--- config.mk ---
export PLATFORM = sky130hd
export DESIGN_NAME = state_dump_unit
export DESIGN_NICKNAME = d
export VERILOG_FILES = /design/src/rtl/state_dump_unit.sv
export SDC_FILE = /design/constraint.sdc
export NUM_CORES = 1
export LEC_CHECK = 0
export BUFFER_PORTS_ARGS = -buffer_cell sky130_fd_sc_hd__buf_2
export CAP_MARGIN = 20
export CORE_ASPECT_RATIO = 1.4
export CORE_UTILIZATION = 40
export DETAILED_ROUTE_END_ITERATION = 10
export PLACE_DENSITY = 0.8
export SLEW_MARGIN = 20
export SYNTH_ARGS = -nofsm -noshare
export SYNTH_HDL_FRONTEND = slang
export SYNTH_SLANG_ARGS = --single-unit
--- constraint.sdc ---
create_clock -name clk -period 1.8 [get_ports clk]
set_input_delay 0.27 -clock clk [delete_from_list [all_inputs] [get_ports clk]]
set_output_delay 0.27 -clock clk [all_outputs]
set_load 0.02 [all_outputs]
--- src/rtl/state_dump_unit.sv ---
// state_dump_unit
//   Stalls the core and streams the contents of up to NUM_SRC storage arrays
//   (0 instr mem, 1 data mem, 2 register bank), one word at a time, over a
//   valid/ready interface. Each word carries its source tag and word index.
//
// Ports
//   clk, reset    : clock, synchronous active-high reset
//   start         : dump request, only looked at while idle
//   src_mask      : bit i selects source i, captured when start is accepted
//   cpu_stall     : freezes PC/register/memory writes while high
//   rd_sel/rd_addr: source and word index presented to the shared read mux
//   rd_data       : combinational read data, slice i belongs to source i
//   out_*         : dumped word stream (valid/ready, data, src, idx, last)
//   busy          : high whenever not idle
//   done          : one-cycle pulse when the dump has finished
module state_dump_unit #(
  parameter int DATA_W  = 32,
  parameter int ADDR_W  = 5,
  parameter int DEPTH   = 32,
  parameter int NUM_SRC = 3,
  parameter int SRC_W   = 2
) (
  input  logic                      clk,
  input  logic                      reset,
  input  logic                      start,
  input  logic [NUM_SRC-1:0]        src_mask,
  output logic                      cpu_stall,
  output logic [SRC_W-1:0]          rd_sel,
  output logic [ADDR_W-1:0]         rd_addr,
  input  logic [NUM_SRC*DATA_W-1:0] rd_data,
  output logic                      out_valid,
  input  logic                      out_ready,
  output logic [DATA_W-1:0]         out_data,
  output logic [SRC_W-1:0]          out_src,
  output logic [ADDR_W-1:0]         out_idx,
  output logic                      out_last,
  output logic                      busy,
  output logic                      done
);

  typedef enum logic [2:0] {
    S_IDLE,
    S_STALL,
    S_READ,
    S_SEND,
    S_FIN
  } state_t;

  localparam logic [ADDR_W-1:0] LAST_ADDR = ADDR_W'(DEPTH - 1);

  state_t              r_state;
  state_t              w_state_nxt;
  logic [NUM_SRC-1:0]  r_mask;
  logic [SRC_W-1:0]    r_sel;
  logic [ADDR_W-1:0]   r_addr;
  logic                r_valid;
  logic                r_last;
  logic [DATA_W-1:0]   r_data;
  logic [SRC_W-1:0]    r_src;
  logic [ADDR_W-1:0]   r_idx;

  logic [DATA_W-1:0]   w_rd_word;
  logic                w_hs;
  logic                w_addr_end;
  logic                w_more;

  // True when any enabled source lies above the current one.
  function automatic logic higher_set(input logic [NUM_SRC-1:0] mask,
                                      input logic [SRC_W-1:0]   sel);
    logic hit;
    hit = 1'b0;
    for (int i = 0; i < NUM_SRC; i++) begin
      if (mask[i] && (i > int'(sel))) hit = 1'b1;
    end
    return hit;
  endfunction

  // Lowest enabled source at or above index lo (scan downward so the lowest wins).
  function automatic logic [SRC_W-1:0] lowest_from(input logic [NUM_SRC-1:0] mask,
                                                   input int                 lo);
    logic [SRC_W-1:0] res;
    res = '0;
    for (int i = NUM_SRC - 1; i >= 0; i--) begin
      if (mask[i] && (i >= lo)) res = SRC_W'(i);
    end
    return res;
  endfunction

  always_comb begin
    w_rd_word = '0;
    for (int i = 0; i < NUM_SRC; i++) begin
      if (r_sel == SRC_W'(i)) w_rd_word = rd_data[i*DATA_W +: DATA_W];
    end
  end

  assign w_hs       = r_valid && out_ready;
  assign w_addr_end = (r_addr == LAST_ADDR);
  assign w_more     = higher_set(r_mask, r_sel);

  always_ff @(posedge clk) begin
    if (reset) r_state <= S_IDLE;
    else       r_state <= w_state_nxt;
  end

  always_comb begin
    w_state_nxt = r_state;
    case (r_state)
      S_IDLE:  if (start) w_state_nxt = S_STALL;
      // One quiet cycle lets in-flight core writes land before reading.
      S_STALL: w_state_nxt = (r_mask == '0) ? S_FIN : S_READ;
      S_READ:  w_state_nxt = S_SEND;
      S_SEND: begin
        if (w_hs) w_state_nxt = (!w_addr_end || w_more) ? S_READ : S_FIN;
      end
      S_FIN:   w_state_nxt = S_IDLE;
      default: w_state_nxt = S_IDLE;
    endcase
  end

  always_ff @(posedge clk) begin
    if (reset) begin
      r_mask  <= '0;
      r_sel   <= '0;
      r_addr  <= '0;
      r_valid <= 1'b0;
      r_last  <= 1'b0;
      r_data  <= '0;
      r_src   <= '0;
      r_idx   <= '0;
    end else begin
      case (r_state)
        S_IDLE: if (start) r_mask <= src_mask;
        S_STALL: begin
          r_sel  <= lowest_from(r_mask, 0);
          r_addr <= '0;
        end
        S_READ: begin
          r_data  <= w_rd_word;
          r_src   <= r_sel;
          r_idx   <= r_addr;
          r_valid <= 1'b1;
          r_last  <= w_addr_end && !w_more;
        end
        S_SEND: begin
          if (w_hs) begin
            r_valid <= 1'b0;
            r_last  <= 1'b0;
            if (!w_addr_end) begin
              r_addr <= r_addr + ADDR_W'(1);
            end else if (w_more) begin
              r_sel  <= lowest_from(r_mask, int'(r_sel) + 1);
              r_addr <= '0;
            end
          end
        end
        default: ;
      endcase
    end
  end

  assign cpu_stall = (r_state == S_STALL) || (r_state == S_READ) || (r_state == S_SEND);
  assign busy      = (r_state != S_IDLE);
  assign done      = (r_state == S_FIN);
  assign rd_sel    = r_sel;
  assign rd_addr   = r_addr;
  assign out_valid = r_valid;
  assign out_data  = r_data;
  assign out_src   = r_src;
  assign out_idx   = r_idx;
  assign out_last  = r_last;

endmodule

# After elaboration in Yosys (flattened, before gate mapping)

Cells that the tools add are included.
Widths: inputs -> output; s select.

Add/subtract/negate cells: 2
Reduce and logical (&&, ||, !) cells: 23
$lt $le $gt $ge: 5
Equal/unequal tests: 12
Multiplexer cells: 27

Operator list:

| operator            | count |
|---|---|
| $mux 32             | 3 |
| $mux 2              | 9 |
| $mux 5              | 3 |
| $mux 3              | 4 |
| $pmux 3 s4          | 1 |
| $pmux 5 s2          | 1 |
| $ne 2x2->1 const B  | 4 |
| $logic_and 1x1->1   | 7 |
| $eq 3x2->1 const B  | 2 |
| $ge 1x3->1 const A  | 2 |
| $logic_not 3->1     | 2 |
| $reduce_and 2->1    | 3 |
| $add 5x1->5 const B | 1 |
| $eq 5x5->1 const B  | 1 |
| $pmux 1 s2          | 2 |
| $pmux 2 s2          | 1 |
| $reduce_and 4->1    | 1 |
| $reduce_bool 2->1   | 2 |
| $add 2x1->3 const B | 1 |
| $eq 3x1->1 const B  | 1 |
| $eq 3x3->1 const B  | 1 |
| $ge 2x3->1 const A  | 1 |
| $logic_or 1x1->1    | 3 |
| $mux 1              | 3 |
| other kinds (9)     | 10 |

Input bits: 103
Register bits: 54
Logic and storage cells: 78

# Depth between registers and ports, before layout

Gate-level depths: netlist of the first run.

Depth after elaboration: 10
Mapped depth: 7
Depth with buffers taken out: 7

# Least setup slack after synthesis of the first run

OpenSTA, ideal clock, no wires.

Path type: register to register
Start: register r_addr[0], in the netlist rd_addr[0]
End: register r_addr[0], in the netlist rd_addr[0]
Data arrival time: 1.755 ns
Cell stages (with the launch flop): 8
Buffers on the path: 0
Clock period less this slack: 1.878 ns
Setup slack: -0.078 ns
Cell sequence: dfxtp_1 -> ha_1 -> and3_1 -> ha_1 -> nand2b_1 -> o211ai_1 -> a211o_1 -> a31oi_1

Longest elaborated chain between the ends: 4

Ends and longest elaborated chain:

| item                                             | line    | RTL |
|---|---|---|
| from (decl)                                      | 55      | `logic [ADDR_W-1:0] r_addr;` |
| from (signal assigned)                           | 149     | `r_addr <= r_addr + ADDR_W'(1);` |
| $add 5x1->5 / $eq 5x5->1 (equally long branches) | 149, 97 |  |
| $mux 5                                           | 148     | `if (!w_addr_end) begin` |
| $mux 5                                           | 145     | `if (w_hs) begin` |
| $pmux 5 s2                                       | 131     | `case (r_state)` |

Several ways; a longest one is shown, not always the timed one. The select of a mux whose other input is x is not followed.
A chain may end at the register's enable or synchronous reset.

# Worst setup path in the final report of the first run

Ends and elaborated chain as after synthesis.

==> qor.yml, run 1 <==
status: "finished clean"
power_density_nw_per_um2: 698
reg2reg_to: "rd_addr[0]"
fin_skew_ns: 0.0103
drt_wl_total_mm: 8.12
syn_to_final_growth_pct: 36.7
setup_viol: 0
arrival_ns: 1.97
grt_pass1_wl_mm: 12.8
first_global_vias: 2881
via_per_inst: 5.27
grt_max_degree: 38
placed_cell_area_um2: 3760
clkLatencyLatePin_ns: 0.31
netlist-cell-type-count: 44
cp_max_fo: 7
grt.overflow.total: 0
max_slew_margin: 0.629
drive_gt1_frac: 0.382
drc: 0
synth-seq-area-share: 0.378
clk_pin_slew_worst_paths_ns: 0.10
start_util: 0.412
syn_nets: 460
final-max-slew-violation-count: 0
yosysWarnings: 0
rows: 36
rsz0062_at_grt: "false"
die_h_um: 102
start_kind: "flip-flop"
nets: 604
criticalPathCategory: "reg -> reg"
async_flop_share: 0
r2r_start: "rd_addr[0]"
numCtsBuffers: 5
hpwl_mm: 6.25
min_path_type: "in -> reg"
p_leak_uw: 0.00168
cts_max_level: 2
grtUsageTotal: 0.219
dieWidth_um: 73.5
synthCells: 355
ir_worst_vdd_v: 0.000421
clock_tree.root_cell: "clkbuf_8"
synthesis.area_um2: 2860
antenna_left: 0
finalCritPeriodShare: 0.960
setup_tns_ns: 0
io_buffers: 153
synth_edf_count: 0
postCtsSetupRepairBufs: 0
synth_flop_cell: "dfxtp_1"
fp.dieArea_um2: 7490
final_hold_viol_count: 0
core_region_area_um2: 6940
reg2reg_depth: 8
ys_ff_latch: 54
hold-path-endpoint: "r_mask[0]"
firstDrtPassIters: 4
io_pins: 154
diodes: 0
wire_per_inst_um: 13.6
clk_path_buf_depth: 2
drt_iter0_drc: 158
whs_path_depth: 3
fmax_ghz: 0.579
cp.required_ns: 2.04
final_cell_count_no_fill: 595
hold_start: "src_mask[0]"
tightest_slew_ns: 0.556
placedCellCount: 587
cap_violations: 0
crit_path_end_kind: "flip-flop"
antenna_found_initial: 0
fin_crit_ns: 1.73
final_area_um2: 3910
cts_tree: "done"
clock-sinks: 54
gp_congestion: 0.881
total_power_uw: 2730
vias: 3133
rrSetupSlack_ns: 0.07
syn-mean-instance-area_um2: 8.05
-- worst max path at each step --
stage | start | end | slack [ns] | cells after the start
after global routing | rd_addr[0] | rd_addr[0] | 0.02 | 8
after global placement | rd_addr[0] | rd_addr[0] | 0.02 | 8
final | rd_addr[0] | rd_addr[0] | 0.07 | 8
after floorplan | rd_addr[0] | rd_addr[0] | 0.005 | 7
after detailed placement | rd_addr[0] | rd_addr[0] | -0.05 | 8
after CTS | rd_addr[0] | rd_addr[0] | 0.008 | 8
-- Yosys cell counts, types with 2 or more instances --
master    instances  area (um^2)
buf_4             3         22.5
inv_1             2         7.51
nand2_1          21         78.8
a211o_1           2         17.5
mux2i_1          34          340
dfxtp_1          54         1080
a31oi_1           7         43.8
nand2b_1          3         18.8
a21o_1            2         15.0
a21oi_1          16         80.1
o211ai_1          2         15.0
buf_1             3         11.3
nand4_1           2         12.5
nand3_1           6         30.0
a211oi_1         32          240
nand3b_1          2         15.0
clkbuf_1         15         56.3
nor4_1            2         12.5
buf_2            10         50.1
nor3_1           35          175
nor2b_1           2         12.5
ha_1              2         25.0
and2_1            2         12.5
nor2_1           76          285
-- critical path: stages (launching register included) --
cell and delay (ns):
dfxtp_2 0.34, ha_2 0.19, and3_4 0.19, ha_4 0.17, nand2_1 0.09, o211ai_1 0.09
buf_4 0.17, a211o_1 0.29, a31oi_1 0.13
-- registers in the layout, indices dropped and copies added, names as in the netlist --
signal     count
out_data      32
out_idx        5
rd_addr        5
r_mask         3
r_state        3
out_src        2
rd_sel         2
out_last       1
out_valid      1
-- metal layers --
metal,GRT usage,up-vias,routed length [um]
met5,0,-,0
met4,0.0976,0,169
met2,0.404,95,4470
li1,-,1555,-
met1,0.239,1468,3120
met3,0.0394,15,367
-- final cells by class --
type	instances	area, um^2
Timing Repair Buffer	169	923
Multi-Input combinational cell	267	1660
Fill cell	647	3030
Inverter	2	7.51
Clock inverter	3	47.5
Clock buffer	5	68.8
Tap cell	95	119
Sequential cell	54	1080
-- layout by cell type (no fill, tap or decap), types with 2 or more instances in the layout --
master,n
dfxtp_2,3
a211o_1,2
nor4_1,2
nand2b_1,3
a211oi_1,32
a21o_1,2
buf_12,3
a31oi_1,7
inv_1,2
nand3_1,6
a21oi_2,2
dfxtp_1,51
nand4_1,2
buf_4,13
nand2_1,21
nand3b_1,2
a21oi_1,15
o211ai_1,2
nor2_1,76
clkbuf_8,5
nor3_1,35
mux2i_1,34
buf_2,153
and2_1,2
-- metrics by stage --
| stage | setup slack [ns] | hold slack, ns | utilization |
|---|---|---|---|
| after floorplan | 0.00516 | 0.409 | - |
| after detailed placement | -0.0543 | 0.447 | 0.542 |
| after global placement | 0.0190 | 0.441 | 0.542 |
| after CTS | 0.00818 | 0.188 | 0.562 |
| after global routing | 0.0217 | 0.207 | 0.563 |
| final | 0.0719 | 0.208 | 0.563 |
-- report_power, final --
group | switching [uW] | total, uW | leakage, uW | internal [uW]
Combinational | 338 | 599 | 0.00119 | 261
Sequential | 46.2 | 1290 | 0.000439 | 1250
Clock | 413 | 835 | 0.0000587 | 422
-- kinds of logic after synthesis --
logic type,after synthesis,share of synthesized area
AND/OR/NAND/NOR,161,0.261
AO/OA/AOI/OAI,70,0.177
flip-flops,54,0.378
buffers and inverters,34,0.0556
multiplexers,34,0.119
adder cells (fa/ha/maj),2,0.00875
-- timing repair --
action	in CTS	in global routing
resized for setup	3	3
pin swaps	0	1
endpoints found under the setup margin	2	3
hold buffers	0	0
(Power assumes the default switching activity.)
==> run 2: changes to the inputs <==
Clock period 1.8 ns to 1.5 ns, I/O delays scaled along.
==> qor.yml, run 2 (synthesis gave the netlist of run 1 again) <==
grt_pass1_wl_mm: 13.4  # was 12.8 mm
p_clk_frac: 0.296  # was 0.306
rows: 36  # unchanged
final_hold_viol_count: 0  # unchanged
fillers: 647  # unchanged
largest_reg_flops: 32  # unchanged
fp.dieArea_um2: 7490  # unchanged
swShare: 0.300  # was 0.293
seqPwrFrac: 0.450  # was 0.474
fin_crit_ns: 1.67  # was 1.73 ns
core_region_area_um2: 6940  # unchanged
clkLatencyLatePin_ns: 0.31  # about the same
grtUsageTotal: 0.228  # was 0.219
clock-sinks: 54  # unchanged
grt_max_degree: 33  # was 38
drc: 0  # unchanged
syn_to_final_growth_pct: 51.4  # was 36.7%
intPower_uw: 2390  # was 1930 uW
criticalPathCategory: "reg -> reg"  # unchanged
min_path_type: "in -> reg"  # unchanged
diodes: 0  # unchanged
tightest_slew_ns: 0.337  # was 0.556 ns
clk_pin_slew_worst_paths_ns: 0.11  # was 0.10 ns
max_slew_margin: 0.776  # was 0.629
cts_max_level: 2  # unchanged
start_util: 0.412  # unchanged
start_kind: "flip-flop"  # unchanged
cp.required_ns: 1.74  # was 2.04 ns
final-max-slew-violation-count: 0  # unchanged
worst_slack_ns: -0.174  # was 0.0719 ns
hold_buffers: 0  # unchanged
die_h_um: 102  # unchanged
hpwl_mm: 6.38  # was 6.25 mm
gp_congestion: 0.839  # was 0.881
combPwrFrac: 0.254  # was 0.220
drt_wl_total_mm: 9.05  # was 8.12 mm
rsz0062_at_grt: "true"  # was false
finalCritPeriodShare: 1.12  # was 0.960
cap_violations: 0  # unchanged
io_buffers: 153  # unchanged
clock_tree.root_cell: "clkbuf_8"  # unchanged
violations: "setup timing"
fin_util: 0.624  # was 0.563
crit_path_end_kind: "flip-flop"  # unchanged
numCtsBuffers: 5  # unchanged
grt.overflow.total: 0  # unchanged
dieWidth_um: 73.5  # unchanged
final_cell_mix: "buf_2, nor2_1, dfxtp_1, mux2i_1, nor3_1"  # was buf_2, nor2_1, dfxtp_1, nor3_1, mux2i_1
vias: 3247  # was 3133
power_density_nw_per_um2: 789  # was 698 nW/um^2
nets: 629  # was 604
drt_iter0_drc: 182  # was 158
antenna_left: 0  # unchanged
wire_per_inst_um: 14.6  # was 13.6 um
clk_path_buf_depth: 2  # unchanged
setup_viol: 6  # was 0
fin_skew_ns: 0.00865  # was 0.0103 ns
first_global_vias: 3014  # was 2881
cts_tree: "done"  # unchanged
drive_gt1_frac: 0.474  # was 0.382
fmax_ghz: 0.597  # was 0.579 GHz
antenna_found_initial: 0  # unchanged
p_sw_uw: 1020  # was 798 uW
p_leak_uw: 0.00187  # was 0.00168 uW
status: "complete, but fails checks"  # was finished clean
io_pins: 154  # unchanged
holdWs_ns: 0.165  # was 0.208 ns
dp_slack_ns: -0.182  # was -0.0543 ns
via_per_inst: 5.24  # was 5.27
mostFrequentLayoutCell: "buf_2"  # unchanged
firstDrtPassIters: 4  # unchanged
cp_max_fo: 7  # unchanged
arrival_ns: 1.92  # was 1.97 ns
ir_worst_vdd_v: 0.000510  # was 0.000421 V
run 2: cell types whose count changed in the layout (fill, tap and decap cells not counted), moves of 2 or more:
cell / delta
a211oi_2: +16
nor3_1: -2
clkbuf_16: +2
buf_4: +13
dfxtp_2: +2
a211oi_1: -16
dfxtp_4: +4
buf_6: +12
nor3_2: +2
dfxtp_1: -6
buf_2: -2
nand2b_1: -2
run 2: routing by layer:
metal  track usage  wire (um)  vias up
met1         0.242       3430     1496
met2         0.430       4910      134
li1              -          -     1602
met5             0          0        -
met3        0.0444        535       15
met4        0.0902        171        0
run 2: worst max-delay path, stage by stage, from the launching register on:
cell and delay, ns:
dfxtp_4 0.37, ha_4 0.15, and3_4 0.15, ha_4 0.18
nand2_2 0.07, o211ai_1 0.09, buf_4 0.18, a211o_1 0.27
a31oi_1 0.16
run 2: power groups by stage:
stage	logic (uW)	registers, uW	clock network, uW
final	867	1540	1010
after global routing	943	1550	1100
after CTS	788	1540	1030
after detailed placement	762	1570	0
after global placement	740	1570	0
after floorplan	382	1630	0
run 2: path summary, 6_finish.rpt:
kind,start,endpoint,slack [ns],cells after the start
min,src_mask[0],r_mask[0],0.17,3
max,rd_addr[0],rd_addr[0],-0.17,8
min reg2reg,out_idx[0],out_idx[0],0.46,2
max reg2reg,rd_addr[0],rd_addr[0],-0.17,8
run 2: metrics by stage:
stage	setup TNS (ns)	power, uW	instance area [um^2]	cells
after floorplan	-0.642	2010	2900	355
after global placement	-0.325	2310	3880	601
after detailed placement	-0.555	2330	3880	601
after CTS	-0.509	3360	4080	614
after global routing	-1.09	3590	4330	620
final	-0.628	3420	4330	620
run 2: timing repair:
action / 4_1_cts / 5_1_grt
resized for setup: 12 / 41
setup buffers: 5 / 4
endpoints found under the setup margin: 8 / 38
cloned: 0 / 2
pin swaps: 11 / 14
run 2: layout make-up:
| cell class | count | area [um^2] | share of cell area |
|---|---|---|---|
| clock inverters | 3 | 47.5 | 0.0110 |
| clock buffers | 5 | 68.8 | 0.0159 |
| inverters | 2 | 7.51 | 0.00173 |
| well taps | 95 | 119 | 0.0275 |
| multi-input cells | 267 | 1790 | 0.414 |
| repair buffers | 194 | 1190 | 0.275 |
| flip-flops and latches | 54 | 1100 | 0.255 |
